## src/rtl/fifo_arb_pkg.sv

```systemverilog
// Shared types and default sizing for the FIFO write arbiter.
package fifo_arb_pkg;

  localparam int C_NUM_REQ     = 4;
  localparam int C_DATA_WIDTH  = 8;
  localparam int C_BURST_WIDTH = 4;

  typedef enum logic {
    ST_IDLE  = 1'b0,
    ST_GRANT = 1'b1
  } arb_state_e;

endpackage

```

## src/rtl/rr_arbiter.sv

```systemverilog
// Combinational round-robin picker: first set request at or after last+1, wrapping.
module rr_arbiter #(
  parameter  int P_NUM_REQ = 4,
  localparam int ID_W      = $clog2(P_NUM_REQ)
) (
  input  logic [P_NUM_REQ-1:0] i_req,
  input  logic [ID_W-1:0]      i_last,
  output logic [ID_W-1:0]      o_winner,
  output logic                 o_any
);

  logic [ID_W-1:0] idx;

  // Walk the requesters starting just after the previous winner; the first hit wins.
  always_comb begin
    o_winner = '0;
    o_any    = 1'b0;
    idx      = '0;
    for (int i = 1; i <= P_NUM_REQ; i++) begin
      idx = ID_W'((int'(i_last) + i) % P_NUM_REQ);
      if (!o_any && i_req[idx]) begin
        o_any    = 1'b1;
        o_winner = idx;
      end
    end
  end

endmodule

```

## src/rtl/fifo_wr_arbiter.sv

```systemverilog
// Round-robin write arbiter in front of a single FIFO.
// Build option: define FIFO_ARB_BURST_EN to allow multi-beat grants sized by
// i_cfg_burst_len; otherwise every grant is exactly one beat and the config
// port is ignored.
//
//   state    | meaning
//   ---------+-----------------------------------------------------------
//   ST_IDLE  | no grant held; arbitrate whenever a request is up and FIFO has room
//   ST_GRANT | one requester owns the FIFO until its burst ends or it drops valid
module fifo_wr_arbiter
  import fifo_arb_pkg::*;
#(
  parameter  int P_NUM_REQ     = C_NUM_REQ,
  parameter  int P_DATA_WIDTH  = C_DATA_WIDTH,
  parameter  int P_BURST_WIDTH = C_BURST_WIDTH,
  localparam int ID_W          = $clog2(P_NUM_REQ)
) (
  input  logic                              i_clk,
  input  logic                              i_rst_n,
  input  logic [P_NUM_REQ-1:0]              i_req_valid,
  input  logic [P_NUM_REQ*P_DATA_WIDTH-1:0] i_req_data,
  output logic [P_NUM_REQ-1:0]              o_req_ready,
  input  logic                              i_fifo_full,
  output logic                              o_fifo_wren,
  output logic [P_DATA_WIDTH-1:0]           o_fifo_wdata,
  input  logic [P_BURST_WIDTH-1:0]          i_cfg_burst_len,
  output logic                              o_grant_valid,
  output logic [ID_W-1:0]                   o_grant_id
);

  localparam int              CNT_W    = P_BURST_WIDTH + 1;
  localparam logic [ID_W-1:0] LAST_RST = ID_W'(P_NUM_REQ - 1);

  arb_state_e      state_q, state_d;
  logic [ID_W-1:0] grant_id_q, grant_id_d;
  logic [ID_W-1:0] last_grant_q, last_grant_d;
  logic [ID_W-1:0] rr_winner;
  logic            rr_any;
  logic            gnt_req_valid;
  logic [P_DATA_WIDTH-1:0] req_data [P_NUM_REQ];

`ifdef FIFO_ARB_BURST_EN
  logic [CNT_W-1:0] beat_cnt_q, beat_cnt_d;
  logic [CNT_W-1:0] burst_len_q, burst_len_d;
`else
  logic unused_cfg;
  assign unused_cfg = ^i_cfg_burst_len;
`endif

  for (genvar k = 0; k < P_NUM_REQ; k++) begin : g_slice
    assign req_data[k] = i_req_data[k*P_DATA_WIDTH +: P_DATA_WIDTH];
  end

  rr_arbiter #(.P_NUM_REQ(P_NUM_REQ)) u_rr (
    .i_req    (i_req_valid),
    .i_last   (last_grant_q),
    .o_winner (rr_winner),
    .o_any    (rr_any)
  );

  assign o_grant_valid = (state_q == ST_GRANT);
  assign o_grant_id    = grant_id_q;

  // Beat handshake: only the granted requester sees ready, and only while the FIFO has room.
  always_comb begin
    o_req_ready   = '0;
    gnt_req_valid = i_req_valid[grant_id_q];
    if (state_q == ST_GRANT && !i_fifo_full) begin
      o_req_ready[grant_id_q] = 1'b1;
    end
    o_fifo_wren  = (state_q == ST_GRANT) && !i_fifo_full && gnt_req_valid;
    o_fifo_wdata = req_data[grant_id_q];
  end

  // Next-state: arbitrate in IDLE, count beats in GRANT, leave on burst end or valid drop.
  always_comb begin
    state_d      = state_q;
    grant_id_d   = grant_id_q;
    last_grant_d = last_grant_q;
`ifdef FIFO_ARB_BURST_EN
    beat_cnt_d   = beat_cnt_q;
    burst_len_d  = burst_len_q;
`endif
    case (state_q)
      ST_IDLE: begin
        if (rr_any && !i_fifo_full) begin
          state_d      = ST_GRANT;
          grant_id_d   = rr_winner;
          last_grant_d = rr_winner;
`ifdef FIFO_ARB_BURST_EN
          beat_cnt_d   = '0;
          // A zero length would never terminate, so it is read as one beat.
          burst_len_d  = (i_cfg_burst_len == '0) ? CNT_W'(1) : CNT_W'(i_cfg_burst_len);
`endif
        end
      end
      ST_GRANT: begin
        if (!gnt_req_valid) begin
          state_d = ST_IDLE;
        end else if (o_fifo_wren) begin
`ifdef FIFO_ARB_BURST_EN
          beat_cnt_d = beat_cnt_q + CNT_W'(1);
          if (beat_cnt_d == burst_len_q) begin
            state_d = ST_IDLE;
          end
`else
          state_d = ST_IDLE;
`endif
        end
      end
      default: state_d = ST_IDLE;
    endcase
  end

  // State and grant registers; reset points the round-robin at requester 0 first.
  always_ff @(posedge i_clk or negedge i_rst_n) begin
    if (!i_rst_n) begin
      state_q      <= ST_IDLE;
      grant_id_q   <= '0;
      last_grant_q <= LAST_RST;
`ifdef FIFO_ARB_BURST_EN
      beat_cnt_q   <= '0;
      burst_len_q  <= CNT_W'(1);
`endif
    end else begin
      state_q      <= state_d;
      grant_id_q   <= grant_id_d;
      last_grant_q <= last_grant_d;
`ifdef FIFO_ARB_BURST_EN
      beat_cnt_q   <= beat_cnt_d;
      burst_len_q  <= burst_len_d;
`endif
    end
  end

endmodule

```

## config.mk

```make
export PLATFORM = sky130hd
export DESIGN_NAME = fifo_wr_arbiter
export DESIGN_NICKNAME = d
export VERILOG_FILES = /design/src/rtl/fifo_arb_pkg.sv /design/src/rtl/rr_arbiter.sv /design/src/rtl/fifo_wr_arbiter.sv
export SDC_FILE = /design/constraint.sdc
export NUM_CORES = 1
export LEC_CHECK = 0
export CORE_UTILIZATION = 31
export CTS_CLUSTER_DIAMETER = 50
export DETAILED_ROUTE_END_ITERATION = 8
export PLACE_DENSITY = 0.87
export SKIP_LAST_GASP = 1
export SLEW_MARGIN = 30
export SYNTH_ARGS = -nofsm -noshare
export SYNTH_HDL_FRONTEND = slang
export SYNTH_SLANG_ARGS = --single-unit
```

## constraint.sdc

```tcl
create_clock -name i_clk -period 3.7 [get_ports i_clk]
set_input_delay 0.74 -clock i_clk [delete_from_list [all_inputs] [get_ports i_clk]]
set_output_delay 0.74 -clock i_clk [all_outputs]
set_load 0.05 [all_outputs]
```

==> results.toml, run 1 <==
[outcome]
run_status = "finished clean"

[critical_path]
path_cells = "clkdlybuf4s50_1, mux4_1, and2_1, clkdlybuf4s50_1"
cpPeakStageDelay_ns = 0.70
path_buf_inv = 2
crit_required_ns = 2.96
crit_path_start = "i_req_valid[2]"
timing.rr.start = "o_grant_id[1]"
startpoint_type = "primary input"
cp_max_fo = 6
critPathKind = "primary input to output port"
cpLargestDelayFamily = "buffers and inverters"
crit_path_end_kind = "output port"
crit_arrival_ns = 2.68
crit_top_cell = "clkdlybuf4s50_1"
slowest_stage = "clkdlybuf4s50_1"

[synthesis]
synth_area_sq_um = 589
syn_area_per_cell_sq_um = 11.3
synth-seq-area-share = 0.217
synth_top_area_share = 0.306
synth_warnings = 0
yosysMostFrequentCell = "mux4_2"
synth_cells = 52
synth_commonest_cells = "8 x mux4_2, 3 x dfrtp_1, 3 x nor2b_1, 3 x o21ai_0"
async_reset_ff_frac = 1.00
synthFlopType = "dfrtp_1"
synth_fp_nets = 95
synthTopCellsByArea = "mux4_2 31%, dfrtp_1 13%, dfstp_2 8.9%"
synth_top_area_cell = "mux4_2"
synth_edf_count = 0
yosysUniqueCellTypes = 30
ys_ff_latch = 5

[clocking]
numCtsBuffers = 3
cts-hold-fix-buffers = 0
post_cts_buffers = 0
clock_latency_ns = 0.26
cts_tree = "yes"
root_buffer = "clkbuf_4"
clock_sinks = 5
cts.path.max_buffers = 2
post_cts_resize_count = 0
cts_max_level = 1
clkTransAtPathRegs_ns = 0.05

[sta]
worst_pin_slew_ns = 0.665
rsz0062_at_grt = "false"
post-route-period-util = 0.924
slew_headroom = 0.557
finalMaxSlewViolations = 0
finalHoldViolCount = 0
finClkSkew_ns = 0.00503
fin_crit_ns = 3.42
tns_ns = 0
fmax_mhz = 293
fin_ws_ns = 0.282
setup_viol = 0

[routing]
wl_per_cell_microns = 16.9
vias = 715
vias_per_cell = 5.34
drc = 0
drt-total-wl_microns = 2270
dr.first_iter.drc_count = 11
ant_nets = 0
firstDrtPassIters = 4

[cells_and_area]
final.fill_count = 147
synthToLayoutAreaGrowth_pct = 100
antenna_cells = 0
nNetsFinal = 153
drive_gt1_frac = 0.174

[power_and_ir_drop]
power_density_nw_per_um2 = 704
p_leak_nw = 0.440
ir_worst_vdd_mv = 0.350

[placement]
place_ws_ns = 0.296
gp_congestion = 0.745
place_hpwl_microns = 1850
portBuffers = 54

[floorplan]
dieArea_sq_um = 2080
core_area_sq_um = 1750
die_x_microns = 45.6
rows = 15
io_pins = 59
fp.dieH_microns = 45.6
start_util = 0.338

[global_routing]
first_global_vias = 755
antenna_found_initial = 0
grt_start_max_net_pins = 16
top_usage_layer = "met2"
grt.met3_usage = 0.0595
grtUsageTotal = 0.231
gr-usage-met1 = 0.258
gr-total-overflow = 0
grt_pass1_wl_microns = 3330
use_met2 = 0.411

[min_path]
holdCritStartpoint = "last_grant_q[1]"
hold_class = "flop to flop"

[run]
maxCapViolCount = 0
## flip-flops by register name, indices dropped and copies added, names as in the netlist
register	flops
o_grant_id	2
o_grant_valid	1
last_grant_q	2
## layout by cell type (no fill, tap or decap), drive strengths merged
cell           instances
clkdlybuf4s50         54
inv                    2
mux4                   9
dfrtp                  3
o21ai                  3
nor3                   2
nor2                   2
mux2i                  1
and3b                  1
dfstp                  2
and3                   2
nor2b                  3
or3b                   1
and2                   1
buf                    3
o21a                   2
o211ai                 1
a21oi                  2
o311ai                 1
and4bb                 1
a2bb2oi                1
clkbuf                 4
a31o                   1
nand2b                 1
o22a                   1
nor3b                  2
nor4                   1
nand2                  2
## tightest hold or removal path: stages (launching register included)
cell	delay [ns]
dfstp_2	0.40
inv_1	0.07
o21ai_0	0.08
## through the flow
step | std cells | power, W | util | cell area, sq um | hold WS, ns
2_1_floorplan | 52 | 0.000584 | - | 589 | 0.444
3_3_place_gp | 130 | 0.000755 | 0.662 | 1150 | 0.554
3_5_place_dp | 130 | 0.000769 | 0.662 | 1150 | 0.562
4_1_cts | 134 | 0.000838 | 0.677 | 1180 | 0.568
5_1_grt | 134 | 0.000872 | 0.677 | 1180 | 0.594
6_report | 134 | 0.000832 | 0.677 | 1180 | 0.567
## layer usage
metal / share of wire / wire (microns)
met2: 0.51 / 1150
met4: 0.0093 / 21
met1: 0.36 / 826
met5: 0 / 0
met3: 0.12 / 273
## power by group
part           total (W)  switching, W  internal (W)
Clock          0.0000682     0.0000272     0.0000411
Sequential      0.000167     0.0000811     0.0000862
Combinational   0.000596      0.000325      0.000271
## final timing paths
kind | end | slack (ns) | depth (start not counted)
hold / removal | last_grant_q[1] | 0.57 | 2
max in group asynchronous | last_grant_q[0] | 2.75 | 1
setup / recovery | o_fifo_wren | 0.28 | 4
hold reg to reg | last_grant_q[1] | 0.57 | 2
setup reg to reg | o_grant_valid | 2.05 | 2
min in group asynchronous | o_grant_valid | 0.70 | 1
## final cells by class
cell class	instances	area, sq um	area share
Tap cell	25	31.3	0.0265
Sequential cell	5	128	0.108
Inverter	2	7.51	0.00636
Multi-Input combinational cell	41	425	0.360
Clock buffer	4	26.3	0.0222
Timing Repair Buffer	57	563	0.477
## cells by family after synthesis
| family | share of synthesized area |
|---|---|
| simple gates | 0.214 |
| compound gates | 0.140 |
| mux | 0.367 |
| buf+inv | 0.0616 |
| flops | 0.217 |
Power figures use the tool's default switching activity.
==> run 2, diff against run 1 <==
--- a/config.mk
+++ b/config.mk
@@ -5,10 +5,10 @@
 export SDC_FILE = /design/constraint.sdc
 export NUM_CORES = 1
 export LEC_CHECK = 0
-export CORE_UTILIZATION = 31
+export CORE_UTILIZATION = 29
 export CTS_CLUSTER_DIAMETER = 50
 export DETAILED_ROUTE_END_ITERATION = 8
-export PLACE_DENSITY = 0.87
+export PLACE_DENSITY = 0.82
 export SKIP_LAST_GASP = 1
 export SLEW_MARGIN = 30
 export SYNTH_ARGS = -nofsm -noshare
==> constraint.sdc (replaced) <==
create_clock -name i_clk -period 3.9 [get_ports i_clk]
set_input_delay 0.78 -clock i_clk [delete_from_list [all_inputs] [get_ports i_clk]]
set_output_delay 0.78 -clock i_clk [all_outputs]
set_load 0.05 [all_outputs]
==> results.toml, run 2 (synthesis gave the netlist of run 1 again) <==
[outcome]
run_status = "finished clean"

[sta]
finalMaxSlewViolations = 0
slew_headroom = 0.564
rsz0062_at_grt = "false"
fmax_mhz = 283
fin_crit_ns = 3.54
setup_viol = 0
finalHoldViolCount = 0
worst_pin_slew_ns = 0.653
post-route-period-util = 0.907
tns_ns = 0
fin_hold_ws_ns = 0.572
finClkSkew_ns = 0.00603

[clocking]
cts_max_level = 1
clkTransAtPathRegs_ns = 0.04
numCtsBuffers = 3
post_cts_resize_count = 0
cts.path.max_buffers = 2
cts-hold-fix-buffers = 0
clock_sinks = 5
cts_tree = "yes"
root_buffer = "clkbuf_4"
clock_latency_ns = 0.25
post_cts_buffers = 0

[global_routing]
gr-usage-met1 = 0.195
first_global_vias = 652
grtUsageTotal = 0.186
gr-total-overflow = 0
use_met2 = 0.339
top_usage_layer = "met2"
antenna_found_initial = 0
grt_pass1_wl_microns = 2850
grt_start_max_net_pins = 16
grt.met3_usage = 0.0731

[placement]
place_hpwl_microns = 1740
place_area_sq_um = 1130
portBuffers = 54
dpl.cell_count = 127
gp_congestion = 0.692

[critical_path]
reg2reg_slack_ns = 2.26
crit_arrival_ns = 2.76
crit_path_start = "i_req_valid[1]"
path_cells = "clkdlybuf4s50_1, mux4_1, and2_1, clkdlybuf4s50_1"
r2r_cells = 2
crit_required_ns = 3.12
startpoint_type = "primary input"
slowest_stage = "clkdlybuf4s50_1"
critPathKind = "primary input to output port"
cpPeakStageDelay_ns = 0.70
rr_endpoint = "o_grant_valid"
crit_top_cell = "clkdlybuf4s50_1"
timing.rr.start = "o_grant_id[1]"
crit_end = "o_fifo_wren"
crit_path_end_kind = "output port"
cp_max_fo = 9

[routing]
drc = 0
vias_per_cell = 5.26
ant_nets = 0
drt-total-wl_microns = 2080
firstDrtPassIters = 4
dr.first_iter.drc_count = 8
vias = 689
wl_per_cell_microns = 15.9

[floorplan]
fp.dieH_microns = 47.1
start_util = 0.324
rows = 15
core_area_sq_um = 1820
io_pins = 59
die_x_microns = 47.1
dieArea_sq_um = 2220

[min_path]
hold_class = "flop to flop"

[cells_and_area]
fin_area_sq_um = 1160
drive_gt1_frac = 0.151
final_common_cell = "clkdlybuf4s50_1"
antenna_cells = 0
nNetsFinal = 150
finalNonFillerCells = 131
synthToLayoutAreaGrowth_pct = 96.6
final.fill_count = 153
final_cell_mix = "54 x clkdlybuf4s50_1, 8 x mux4_2"

[power_and_ir_drop]
p_leak_nw = 0.425
power_density_nw_per_um2 = 672
ir_worst_vdd_mv = 0.457

[run]
maxCapViolCount = 0
[run 2: changes by cell type in the layout (fill, tap and decap cells not counted)]
cell,delta
buf_4,-3
[run 2: layer usage]
| layer | part of all wire | vias up | wire length, microns |
|---|---|---|---|
| met5 | 0 | - | 0 |
| met4 | 0.010 | 0 | 21 |
| met3 | 0.13 | 2 | 279 |
| met2 | 0.50 | 37 | 1030 |
| met1 | 0.36 | 331 | 746 |
| li1 | - | 319 | - |
[run 2: area by class of cell]
class	instances	area, sq um	area share
sequential	5	128	0.110
multi-input combinational	41	425	0.367
inverter	2	7.51	0.00648
timing repair buffer	54	541	0.467
tap	25	31.3	0.0270
clock buffer	4	26.3	0.0227
[run 2: how the worst min path moves through the flow]
stage | startpoint | end | depth (start not counted)
final | o_grant_valid | o_grant_valid | 1
after global routing | last_grant_q[0] | last_grant_q[0] | 1
after CTS | o_grant_valid | o_grant_valid | 1
after detailed placement | o_grant_valid | o_grant_valid | 1
after global placement | o_grant_valid | o_grant_valid | 1
after floorplan | i_rst_n | o_grant_id[0] | 0
[run 2: through the flow]
stage	util	power, W	setup slack (ns)
after floorplan	-	0.000554	0.976
after global placement	0.622	0.000716	0.369
after detailed placement	0.622	0.000725	0.363
after CTS	0.636	0.000789	0.362
after global routing	0.636	0.000822	0.313
final	0.636	0.000779	0.362
[run 2: worst max-delay path, delay by kind of cell]
| family | cells | cell delay [ns] |
|---|---|---|
| buffers and inverters | 2 | 1.24 |
| multiplexers | 1 | 0.57 |
| AND/OR/NAND/NOR | 1 | 0.17 |
[run 2: power breakdown]
part           internal [W]  total (W)  switching [W]
logic              0.000255   0.000562       0.000307
clock network     0.0000388  0.0000610      0.0000223
registers         0.0000818   0.000156      0.0000741
